<file path="config.mk">
export PLATFORM = sky130hd
export DESIGN_NAME = if_stage_flat
export DESIGN_NICKNAME = d
export VERILOG_FILES = /design/src/rtl/if_stage_if.sv /design/src/rtl/if_stage.sv /design/src/flat_wrapper.sv
export SDC_FILE = /design/constraint.sdc
export NUM_CORES = 1
export LEC_CHECK = 0
export ABC_CLOCK_PERIOD_IN_PS = 3250
export CORE_UTILIZATION = 47
export DETAILED_ROUTE_END_ITERATION = 8
export PLACE_DENSITY = 0.77
export SYNTH_ARGS = -nofsm -noshare
export SYNTH_HDL_FRONTEND = slang
export SYNTH_SLANG_ARGS = --single-unit
</file>
<file path="constraint.sdc">
create_clock -name clk -period 3.25 [get_ports clk]
set_input_delay 0.325 -clock clk [delete_from_list [all_inputs] [get_ports clk]]
set_output_delay 0.325 -clock clk [all_outputs]
set_load 0.02 [all_outputs]
</file>
<file path="src/rtl/if_stage_if.sv">
// Fetch-stage bundle: instruction-memory request/response plus decode-side control and the IF/ID register.
// master = fetch stage, slave = memory and pipeline control around it.
interface if_stage_if;
    logic        imem_req;
    logic [31:0] imem_addr;
    logic [31:0] imem_rd_data;
    logic        imem_rdy;
    logic        stall;
    logic        flush;
    logic [31:0] new_pc;
    logic        br_taken;
    logic [31:0] br_addr;
    logic [31:0] if_pc;
    logic [31:0] if_pc_plus4;
    logic [31:0] if_insn;
    logic        if_en;

    modport master (
        output imem_req, imem_addr, if_pc, if_pc_plus4, if_insn, if_en,
        input  imem_rd_data, imem_rdy, stall, flush, new_pc, br_taken, br_addr
    );

    modport slave (
        input  imem_req, imem_addr, if_pc, if_pc_plus4, if_insn, if_en,
        output imem_rd_data, imem_rdy, stall, flush, new_pc, br_taken, br_addr
    );
endinterface

</file>
<file path="src/rtl/if_stage.sv">
// Instruction fetch: owns the PC, one outstanding imem read, IF/ID written on the edge imem_rdy is sampled.
// Stall holds IF/ID and parks an early word in a one-entry buffer; redirects bubble IF/ID and retarget the PC.
module if_stage #(
    parameter logic [31:0] RESET_PC = 32'h0000_0000,
    parameter logic [31:0] NOP_INSN = 32'h0000_0000
) (
    input  logic       clk,
    input  logic       reset,
    if_stage_if.master bus
);
    typedef enum logic [1:0] {ST_START, ST_BUSY, ST_DROP, ST_HOLD} state_t;

    state_t      state_q, state_d;
    logic [31:0] req_addr_q, req_addr_d;
    logic [31:0] pc_q, pc_d;
    logic        buf_valid_q, buf_valid_d;
    logic [31:0] buf_pc_q, buf_pc_d;
    logic [31:0] buf_insn_q, buf_insn_d;
    logic [31:0] if_pc_q, if_pc_d;
    logic [31:0] if_pc_plus4_q, if_pc_plus4_d;
    logic [31:0] if_insn_q, if_insn_d;
    logic        if_en_q, if_en_d;

    logic        redirect;
    logic [31:0] target;
    logic        deliver;
    logic [31:0] dlv_pc;
    logic [31:0] dlv_insn;
    logic [31:0] drop_next;

    assign redirect = bus.flush | bus.br_taken;
    assign target   = bus.flush ? bus.new_pc : bus.br_addr;

    always_comb begin
        state_d     = state_q;
        req_addr_d  = req_addr_q;
        pc_d        = pc_q;
        buf_valid_d = buf_valid_q;
        buf_pc_d    = buf_pc_q;
        buf_insn_d  = buf_insn_q;
        deliver     = 1'b0;
        dlv_pc      = req_addr_q;
        dlv_insn    = bus.imem_rd_data;
        drop_next   = redirect ? target : pc_q;

        case (state_q)
            ST_START: state_d = ST_BUSY;
            ST_BUSY: begin
                if (bus.imem_rdy) begin
                    if (redirect) begin
                        req_addr_d = target;
                        pc_d       = target + 32'd4;
                    end else if (bus.stall) begin
                        buf_valid_d = 1'b1;
                        buf_pc_d    = req_addr_q;
                        buf_insn_d  = bus.imem_rd_data;
                        state_d     = ST_HOLD;
                    end else begin
                        deliver    = 1'b1;
                        req_addr_d = pc_q;
                        pc_d       = pc_q + 32'd4;
                    end
                end else if (redirect) begin
                    // The bus cannot retract a request, so the stale response is swallowed in DROP.
                    pc_d    = target;
                    state_d = ST_DROP;
                end
            end
            ST_DROP: begin
                if (redirect) pc_d = target;
                if (bus.imem_rdy) begin
                    req_addr_d = drop_next;
                    pc_d       = drop_next + 32'd4;
                    state_d    = ST_BUSY;
                end
            end
            ST_HOLD: begin
                if (redirect) begin
                    buf_valid_d = 1'b0;
                    req_addr_d  = target;
                    pc_d        = target + 32'd4;
                    state_d     = ST_BUSY;
                end else if (!bus.stall && buf_valid_q) begin
                    deliver     = 1'b1;
                    dlv_pc      = buf_pc_q;
                    dlv_insn    = buf_insn_q;
                    buf_valid_d = 1'b0;
                    req_addr_d  = pc_q;
                    pc_d        = pc_q + 32'd4;
                    state_d     = ST_BUSY;
                end
            end
            default: state_d = ST_START;
        endcase
    end

    always_comb begin
        if_pc_d       = if_pc_q;
        if_pc_plus4_d = if_pc_plus4_q;
        if_insn_d     = if_insn_q;
        if_en_d       = if_en_q;
        if (redirect) begin
            if_en_d   = 1'b0;
            if_insn_d = NOP_INSN;
        end else if (!bus.stall) begin
            if (deliver) begin
                if_pc_d       = dlv_pc;
                if_pc_plus4_d = dlv_pc + 32'd4;
                if_insn_d     = dlv_insn;
                if_en_d       = 1'b1;
            end else begin
                if_en_d = 1'b0;
            end
        end
    end

    always_ff @(posedge clk or negedge reset) begin
        if (!reset) begin
            state_q       <= ST_START;
            req_addr_q    <= RESET_PC;
            pc_q          <= RESET_PC + 32'd4;
            buf_valid_q   <= 1'b0;
            buf_pc_q      <= 32'd0;
            buf_insn_q    <= 32'd0;
            if_pc_q       <= 32'd0;
            if_pc_plus4_q <= 32'd0;
            if_insn_q     <= NOP_INSN;
            if_en_q       <= 1'b0;
        end else begin
            state_q       <= state_d;
            req_addr_q    <= req_addr_d;
            pc_q          <= pc_d;
            buf_valid_q   <= buf_valid_d;
            buf_pc_q      <= buf_pc_d;
            buf_insn_q    <= buf_insn_d;
            if_pc_q       <= if_pc_d;
            if_pc_plus4_q <= if_pc_plus4_d;
            if_insn_q     <= if_insn_d;
            if_en_q       <= if_en_d;
        end
    end

    assign bus.imem_req    = (state_q == ST_BUSY) || (state_q == ST_DROP);
    assign bus.imem_addr   = req_addr_q;
    assign bus.if_pc       = if_pc_q;
    assign bus.if_pc_plus4 = if_pc_plus4_q;
    assign bus.if_insn     = if_insn_q;
    assign bus.if_en       = if_en_q;
endmodule

</file>
<file path="src/flat_wrapper.sv">
// flat-port wrapper written by rule: the top's interface ports become plain ports
module if_stage_flat 
#(
    parameter logic [31:0] RESET_PC = 32'h0000_0000,
    parameter logic [31:0] NOP_INSN = 32'h0000_0000
)
  (clk, reset, bus_imem_req, bus_imem_addr, bus_if_pc, bus_if_pc_plus4, bus_if_insn, bus_if_en, bus_imem_rd_data, bus_imem_rdy, bus_stall, bus_flush, bus_new_pc, bus_br_taken, bus_br_addr);
  if_stage_if bus_i ();
  input  logic clk;
  input  logic reset;
  output wire logic [$bits(bus_i.imem_req)-1:0] bus_imem_req;
  output wire logic [$bits(bus_i.imem_addr)-1:0] bus_imem_addr;
  output wire logic [$bits(bus_i.if_pc)-1:0] bus_if_pc;
  output wire logic [$bits(bus_i.if_pc_plus4)-1:0] bus_if_pc_plus4;
  output wire logic [$bits(bus_i.if_insn)-1:0] bus_if_insn;
  output wire logic [$bits(bus_i.if_en)-1:0] bus_if_en;
  input wire logic [$bits(bus_i.imem_rd_data)-1:0] bus_imem_rd_data;
  input wire logic [$bits(bus_i.imem_rdy)-1:0] bus_imem_rdy;
  input wire logic [$bits(bus_i.stall)-1:0] bus_stall;
  input wire logic [$bits(bus_i.flush)-1:0] bus_flush;
  input wire logic [$bits(bus_i.new_pc)-1:0] bus_new_pc;
  input wire logic [$bits(bus_i.br_taken)-1:0] bus_br_taken;
  input wire logic [$bits(bus_i.br_addr)-1:0] bus_br_addr;
  assign bus_imem_req = bus_i.imem_req;
  assign bus_imem_addr = bus_i.imem_addr;
  assign bus_if_pc = bus_i.if_pc;
  assign bus_if_pc_plus4 = bus_i.if_pc_plus4;
  assign bus_if_insn = bus_i.if_insn;
  assign bus_if_en = bus_i.if_en;
  assign bus_i.imem_rd_data = bus_imem_rd_data;
  assign bus_i.imem_rdy = bus_imem_rdy;
  assign bus_i.stall = bus_stall;
  assign bus_i.flush = bus_flush;
  assign bus_i.new_pc = bus_new_pc;
  assign bus_i.br_taken = bus_br_taken;
  assign bus_i.br_addr = bus_br_addr;
  if_stage #(.RESET_PC(RESET_PC), .NOP_INSN(NOP_INSN)) u_core (.clk(clk), .reset(reset), .bus(bus_i));
endmodule
</file>
==> impl_metrics.tcl, run 1 <==
set metrics [dict create \
    status "complete, no violations" \
    multi_input_comb_area_um2 5630 \
    cellPowerDensity_nw_per_um2 878 \
    grt_pass1_vias 9649 \
    cts_sinks 226 \
    filler_cell_count 1952 \
    die_outline_area_um2 25400 \
    critical_path.slowest_cell "sky130_fd_sc_hd__a222oi_1" \
    grt_antenna_before_repair 0 \
    postSynth.topFlopCell "sky130_fd_sc_hd__dfrtp_1" \
    place_congestion 0.892 \
    report.final.hold_viol_count 0 \
    setup_repair_after_global_routing_missed_its_margin "no" \
    final.setup_skew_ps 17.5 \
    synthesis.nets 1255 \
    pin_count 232 \
    cts_max_level 1 \
    synth_xor_xnor_area_share 0.0166 \
    worst-endpoint-arrival_ps 3230 \
    combinational_family_with_the_most_area_after_synthesis "multiplexers" \
    clock_tree_from_tritoncts "yes" \
    setup_total_negative_slack_ps 0 \
    gr-total-overflow 0 \
    vias 9805 \
    die_w_um 159 \
    layout-area-overhead-vs-synth_pct 31.5 \
    synth.avg_cell_area_um2 10.1 \
    die_h_um 159 \
    hold_class "input pin to asynchronous set/reset pin" \
    nature_of_the_critical_path_startpoint "flip-flop" \
    period_minus_slack_ps 2820 \
    post_cts_hold_buffer_count 1 \
    slew_violations 0 \
    rows 57 \
    synth-simple-area-share 0.160 \
    grt_util_all_layers 0.251 \
    drt.antenna.violating_nets 0 \
    floorplan.initialDensity 0.479 \
    crit_path_max_delay_family "compound AO/OA/AOI/OAI gates" \
    cts-buffers-inserted 24 \
    drt-vias-per-instance 5.72 \
    detail_route.wl_per_cell_um 18.6 \
    maxCapViolations 0 \
    critical_path_peak_fanout 8 \
    cpPeakStageDelay_ps 510 \
    timing.critical_path.required_ps 3660 \
    synth-seq-area-share 0.486 \
    worstPathBufferInverterCount 0 \
    antenna_cells_inserted 0 \
    synth-compound-area-share 0.124 \
    final_nets 1479 \
    wire_length_of_the_first_global_routing_pass_um 51600 \
    synth_enable_flop_cells 0 \
    endpoint_kind "flip-flop" \
    placed_cells_incl_taps 1668 \
    numPortBuffers 231 \
    postSynthCellCount 1147 \
    postCtsSetupRepairBufs 0 \
    finalNonFillerCells 1713 \
    drt_iter0_drc 728 \
    core_area_um2 24300 \
    timing.slew.headroom 0.500 \
    clock_path_buffers 3 \
    synth_cell_types 72 \
    cts.clk_slew.worst_paths_ps 70 \
    static_leakage_nw 6.64 \
    firstDrtPassIters 5 \
    post_route_cells_drive_above_1_share 0.151 \
    final.period_utilization 0.866 \
    yosys.area_share.adder 0.00645 \
    yosys_warnings 0 \
    drc 0 \
    synth-seq-cells 226 \
    regArea_um2 5660 \
    mappedNetlistArea_um2 11600 \
    cts_root_buf "sky130_fd_sc_hd__clkbuf_16" \
    timing.critical_path.cells "ha_1 > nand3b_1 > or3_4 > a222oi_1 > nand2b_1 > o31a_1 > o31ai_1" \
    p_total_mw 13.4 \
    yosys-mux-area-fraction 0.173 \
    route.final.wire_length_um 31800 \
    most-common-layout-cells "228 x sky130_fd_sc_hd__clkdlybuf4s50_1, 225 x sky130_fd_sc_hd__dfrtp_1, 189 x sky130_fd_sc_hd__nand2_1" \
    finalSetupViolCount 0 \
    vdd_ir_drop_max_v 0.000441 \
    cts_resized 0 \
    timing.setup.critical_path_class "flip-flop to flip-flop" \
    fmax_ghz 0.355 \
    grt_max_degree 98 \
    layout_commonest_cell "sky130_fd_sc_hd__clkdlybuf4s50_1" \
    synth-async-reset-ratio 1.00 \
    tightest_slew_ps 750 \
    dp.final_hpwl_um 22800 \
    clock_insertion_delay_worst_skew_ps 520 \
]
[logic make-up (layout without fill, tap and decap cells)]
kind of cell    after synthesis  count (layout)
mux                         189             189
buf+inv                      82             324
xor+xnor                     22              22
simple gates                388             388
compound gates              234             234
flops                       226             226
fa+ha+maj                     6               6
[where the power goes]
part / total (mW) / internal, mW / switching, mW / leakage, nW
Clock: 3.05 / 1.90 / 1.15 / 0.429
Sequential: 5.05 / 3.98 / 1.07 / 2.85
Combinational: 5.33 / 2.54 / 2.80 / 3.37
Total: 13.4 / 8.42 / 5.02 / 6.64
[Yosys cell counts, types with 2 or more instances]
master                      instances  area share
sky130_fd_sc_hd__nor3b_1            3      0.0019
sky130_fd_sc_hd__o2111ai_1          3      0.0023
sky130_fd_sc_hd__o21ai_2            8      0.0060
sky130_fd_sc_hd__a311oi_1           4      0.0030
sky130_fd_sc_hd__a21oi_1            8      0.0034
sky130_fd_sc_hd__mux2_2            95       0.092
sky130_fd_sc_hd__o211ai_1           7      0.0045
sky130_fd_sc_hd__o31a_1             2      0.0015
sky130_fd_sc_hd__mux2i_1           94       0.081
sky130_fd_sc_hd__a211oi_1           3      0.0019
sky130_fd_sc_hd__nor4_1            12      0.0065
sky130_fd_sc_hd__and3_1            14      0.0075
sky130_fd_sc_hd__a31o_2             3      0.0023
sky130_fd_sc_hd__buf_6              6      0.0058
sky130_fd_sc_hd__nor2_2             2      0.0011
sky130_fd_sc_hd__ha_1               6      0.0065
sky130_fd_sc_hd__nand3_1           62       0.027
sky130_fd_sc_hd__o21ai_0          120       0.052
sky130_fd_sc_hd__nor3_1             7      0.0030
sky130_fd_sc_hd__xor2_1             8      0.0060
sky130_fd_sc_hd__and2_1             6      0.0032
sky130_fd_sc_hd__a21boi_0           4      0.0026
sky130_fd_sc_hd__nand2b_1           3      0.0016
sky130_fd_sc_hd__a31oi_1           11      0.0059
sky130_fd_sc_hd__or3_1              2      0.0011
sky130_fd_sc_hd__o21a_1             9      0.0058
sky130_fd_sc_hd__a21o_1             3      0.0019
sky130_fd_sc_hd__dfrtp_1          225        0.48
sky130_fd_sc_hd__nand2_1          189       0.061
sky130_fd_sc_hd__nor2_1            35       0.011
sky130_fd_sc_hd__a211o_1            6      0.0045
sky130_fd_sc_hd__nand3b_1           5      0.0032
sky130_fd_sc_hd__nor2b_1            6      0.0032
sky130_fd_sc_hd__a41oi_1            3      0.0023
sky130_fd_sc_hd__inv_1              4      0.0013
sky130_fd_sc_hd__buf_1              9      0.0029
sky130_fd_sc_hd__buf_4              5      0.0032
sky130_fd_sc_hd__buf_2             14      0.0060
sky130_fd_sc_hd__xnor2_1           14       0.011
sky130_fd_sc_hd__clkbuf_1          43       0.014
sky130_fd_sc_hd__o31ai_1            9      0.0058
sky130_fd_sc_hd__nand4_1           22       0.012
sky130_fd_sc_hd__o41ai_1            3      0.0023
sky130_fd_sc_hd__o21ai_1           16      0.0069
sky130_fd_sc_hd__and4_1             7      0.0053
[worst paths after layout]
check                                                start                                endpoint  slack (ps)  depth (start not counted)
hold reg to reg            u_core.bus.if_pc[6]$_DFFE_PN0P_         u_core.bus.if_pc[6]$_DFFE_PN0P_         480                          2
max in group asynchronous                            reset          u_core.buf_pc_q[1]$_DFFE_PN0P_        1920                          3
min in group clk                                 bus_flush     u_core.bus.imem_addr[3]$_DFFE_PN0P_         410                          4
hold / removal                                       reset             u_core.pc_q[10]$_DFFE_PN0P_         410                          2
setup reg to reg             u_core.state_q[1]$_DFFE_PN0P_  u_core.bus.if_pc_plus4[31]$_DFFE_PN0P_         430                          7
setup / recovery             u_core.state_q[1]$_DFFE_PN0P_  u_core.bus.if_pc_plus4[31]$_DFFE_PN0P_         430                          7
[flip-flops by register name, indices dropped and copies added, names as in the netlist]
| signal | count |
|---|---|
| u_core.bus.if_insn | 32 |
| u_core.buf_insn_q | 32 |
| u_core.bus.imem_addr | 32 |
| u_core.bus.if_en | 1 |
| u_core.state_q | 2 |
| u_core.buf_pc_q | 32 |
| u_core.bus.if_pc | 30 |
| u_core.bus.if_pc_plus4 | 32 |
| u_core.pc_q | 32 |
| u_core.buf_valid_q | 1 |
[final cells by class]
cell class	count	share of cell area
inverter	4	0.000981
clock inverter	14	0.0137
timing repair buffer	276	0.177
clock buffer	30	0.0447
sequential	226	0.370
multi-input combinational	839	0.368
tap	324	0.0265
[stage by stage]
stage               hold WS, ps  area, µm²  setup slack (ps)   util
finish                      407      15300               434  0.629
CTS                         395      15300               466  0.629
floorplan                  29.4      11600               206      -
detailed placement          413      14400               203  0.592
global placement            406      14400               300  0.592
global route                426      15300               239  0.629
[metal layers]
metal / wire, µm / track usage
met5: 0 / 0
met4: 1200 / 0.104
met3: 1890 / 0.0315
met2: 14600 / 0.399
met1: 14100 / 0.349
(Power assumes the default switching activity.)
==> run 2, diff against run 1 <==
CORE_UTILIZATION = 35   (was 47)
CTS_BUF_LIST = sky130_fd_sc_hd__clkbuf_4 sky130_fd_sc_hd__clkbuf_8 sky130_fd_sc_hd__clkbuf_16   (was unset)
PLACE_DENSITY = unset   (was 0.77)
RECOVER_POWER = 25   (was unset)
==> run 2 against run 1 <==
Net effect: the flow now finishes with violations (capacitance limit, slew limit); critical path type unchanged; flip-flop and latch count is the same; global-route usage shrank 5.3 points; non-clock buffer count grew 1; clock-buffer cell count grew 4; worst setup slack gained 40 ps; die area grew 34%; sequential share of layout area shrank 0.43 points; total power grew 0.37%.
==> impl_metrics.tcl, run 2 (same netlist as run 1, synthesis figures left out) <==
set metrics [dict create \
    dp.final_hpwl_um 24300 \
    final.period_utilization 0.854 \
    endpoint_kind "flip-flop" \
    cts_sinks 226 \
    clock_path_buffers 3 \
    antenna_cells_inserted 0 \
    startpoint_of_the_lowest_slack_hold_path "bus_imem_rd_data[5]" \
    final_nets 1482 \
    timing.critical_path.required_ps 3660 \
    worstPathBufferInverterCount 0 \
    timing.critical_path.cells "ha_1 > nand3b_1 > nor2_4 > nand2_1 > nand2_1 > ha_1 > o21ai_0 > and4b_1 > a311oi_1 > nand3b_1" \
    sequentialPowerShare 0.375 \
    timing.hold.ws_ps 399 \
    cts_root_buf "sky130_fd_sc_hd__clkbuf_16" \
    cts_resized 0 \
    numPortBuffers 231 \
    clock_tree_from_tritoncts "yes" \
    drt_iter0_drc 653 \
    post_route_cells_drive_above_1_share 0.155 \
    setup_total_negative_slack_ps 0 \
    critical_path_peak_fanout 10 \
    nature_of_the_critical_path_startpoint "flip-flop" \
    cpPeakStageDelay_ps 510 \
    most-common-layout-cells "228 x sky130_fd_sc_hd__clkdlybuf4s50_1, 225 x sky130_fd_sc_hd__dfrtp_1, 189 x sky130_fd_sc_hd__nand2_1" \
    die_w_um 184 \
    layout_commonest_cell "sky130_fd_sc_hd__clkdlybuf4s50_1" \
    pwr-share-comb 0.394 \
    critical_path.slowest_cell "sky130_fd_sc_hd__and4b_1" \
    finish.utilization 0.475 \
    drt-vias-per-instance 5.19 \
    fmax_ghz 0.360 \
    hold_class "input pin to flip-flop" \
    report.final.hold_viol_count 0 \
    finalSetupViolCount 0 \
    failed_checks "capacitance limit, slew limit" \
    worst-endpoint-arrival_ps 3180 \
    die_outline_area_um2 34000 \
    drt.antenna.violating_nets 0 \
    drc 0 \
    vdd_ir_drop_max_v 0.000389 \
    switching_power_mw 5.05 \
    timing.slew.headroom -0.513 \
    place_congestion 0.839 \
    min_delay_path_depth 3 \
    setup_repair_after_global_routing_missed_its_margin "no" \
    r2r_slack_ps 470 \
    hold-path-endpoint "u_core.bus.if_insn[5]$_DFFE_PN0P_" \
    cts_max_level 1 \
    die_h_um 184 \
    detail_route.wl_per_cell_um 18.3 \
    timing.setup.critical_path_class "flip-flop to flip-flop" \
    route.final.wire_length_um 33600 \
    pwr-share-clk 0.231 \
    layout-area-overhead-vs-synth_pct 33.1 \
    finalNonFillerCells 1836 \
    final.setup_skew_ps 5.27 \
    critical_path.reg2reg.endpoint "u_core.bus.if_pc_plus4[28]$_DFFE_PN0P_" \
    postCtsSetupRepairBufs 0 \
    wire_length_of_the_first_global_routing_pass_um 52800 \
    maxCapViolations 1 \
    pin_count 232 \
    grt_pass1_vias 9122 \
    grt_antenna_before_repair 0 \
    clock_insertion_delay_worst_skew_ps 530 \
    firstDrtPassIters 5 \
    static_leakage_nw 6.67 \
    placed_cells_incl_taps 1787 \
    cts.clk_slew.worst_paths_ps 60 \
    power.internal_mw 8.43 \
    floorplan.initialDensity 0.357 \
    grt_max_degree 86 \
    status "finished, violations left" \
    power.switching_fraction 0.375 \
    vias 9527 \
    crit_path_max_delay_family "simple AND/OR/NAND/NOR gates" \
    slew_violations 85 \
    tightest_slew_ps 2270 \
    cts-buffers-inserted 26 \
    period_minus_slack_ps 2780 \
    rows 66 \
    cellPowerDensity_nw_per_um2 871 \
    core_area_um2 32600 \
    critical_path.reg2reg.startpoint "u_core.state_q[1]$_DFFE_PN0P_" \
    gr-total-overflow 0 \
    worst-r2r-cell-count 10 \
    grt_util_all_layers 0.198 \
]
run 2: per-layer routing:
layer,up-vias,global-route usage,part of all wire
li1,4612,-,-
met1,4618,0.291,0.48
met2,253,0.302,0.45
met3,44,0.0255,0.048
met4,0,0.0603,0.026
met5,-,0,0
run 2: worst reg2reg max path, stage by stage (launching register included):
cell	delay [ps]
sky130_fd_sc_hd__dfrtp_1	390
sky130_fd_sc_hd__ha_1	340
sky130_fd_sc_hd__nand3b_1	310
sky130_fd_sc_hd__nor2_4	330
sky130_fd_sc_hd__nand2_1	90
sky130_fd_sc_hd__nand2_1	100
sky130_fd_sc_hd__ha_1	160
sky130_fd_sc_hd__o21ai_0	110
sky130_fd_sc_hd__and4b_1	510
sky130_fd_sc_hd__a311oi_1	150
sky130_fd_sc_hd__nand3b_1	180
run 2: power by group through the flow:
stage               registers [mW]  logic [mW]  clock network (mW)
CTS                           5.03        5.35                3.19
global placement              5.04        5.27                   0
global route                  5.21        5.77                3.32
detailed placement            5.08        5.33                   0
finish                        5.05        5.31                3.12
floorplan                     5.41        2.50                   0
run 2: worst max path at each step:
stage | startpoint | cells after the start | slack, ps | endpoint
after detailed placement | bus_stall | 10 | 270 | u_core.bus.if_pc_plus4[28]$_DFFE_PN0P_
after global placement | bus_stall | 10 | 350 | u_core.bus.if_pc_plus4[28]$_DFFE_PN0P_
after CTS | u_core.state_q[1]$_DFFE_PN0P_ | 10 | 510 | u_core.bus.if_pc_plus4[28]$_DFFE_PN0P_
after floorplan | u_core.state_q[0]$_DFFE_PN0P_ | 14 | 210 | u_core.bus.if_pc_plus4[28]$_DFFE_PN0P_
after global routing | u_core.state_q[1]$_DFFE_PN0P_ | 10 | 230 | u_core.bus.if_pc_plus4[28]$_DFFE_PN0P_
final | u_core.state_q[1]$_DFFE_PN0P_ | 10 | 470 | u_core.bus.if_pc_plus4[28]$_DFFE_PN0P_
run 2: final cells by class:
class	instances	area (µm²)
Clock buffer	34	766
Clock inverter	14	163
Fill cell	3051	17100
Inverter	4	15.0
Multi-Input combinational cell	839	5630
Sequential cell	226	5660
Tap cell	442	553
Timing Repair Buffer	277	2710
run 2: repair_timing:
| action | 4_1_cts | 5_1_grt |
|---|---|---|
| hold buffers | 1 | 0 |
| endpoints found under the hold margin | 81 | 0 |
| endpoints found under the setup margin | 0 | 0 |
run 2: through the flow:
stage,setup slack [ps],area [µm²],power [mW]
detailed placement,266,14600,10.4
floorplan,206,11600,7.91
global route,234,15500,14.3
global placement,347,14600,10.3
CTS,506,15500,13.6
finish,474,15500,13.5
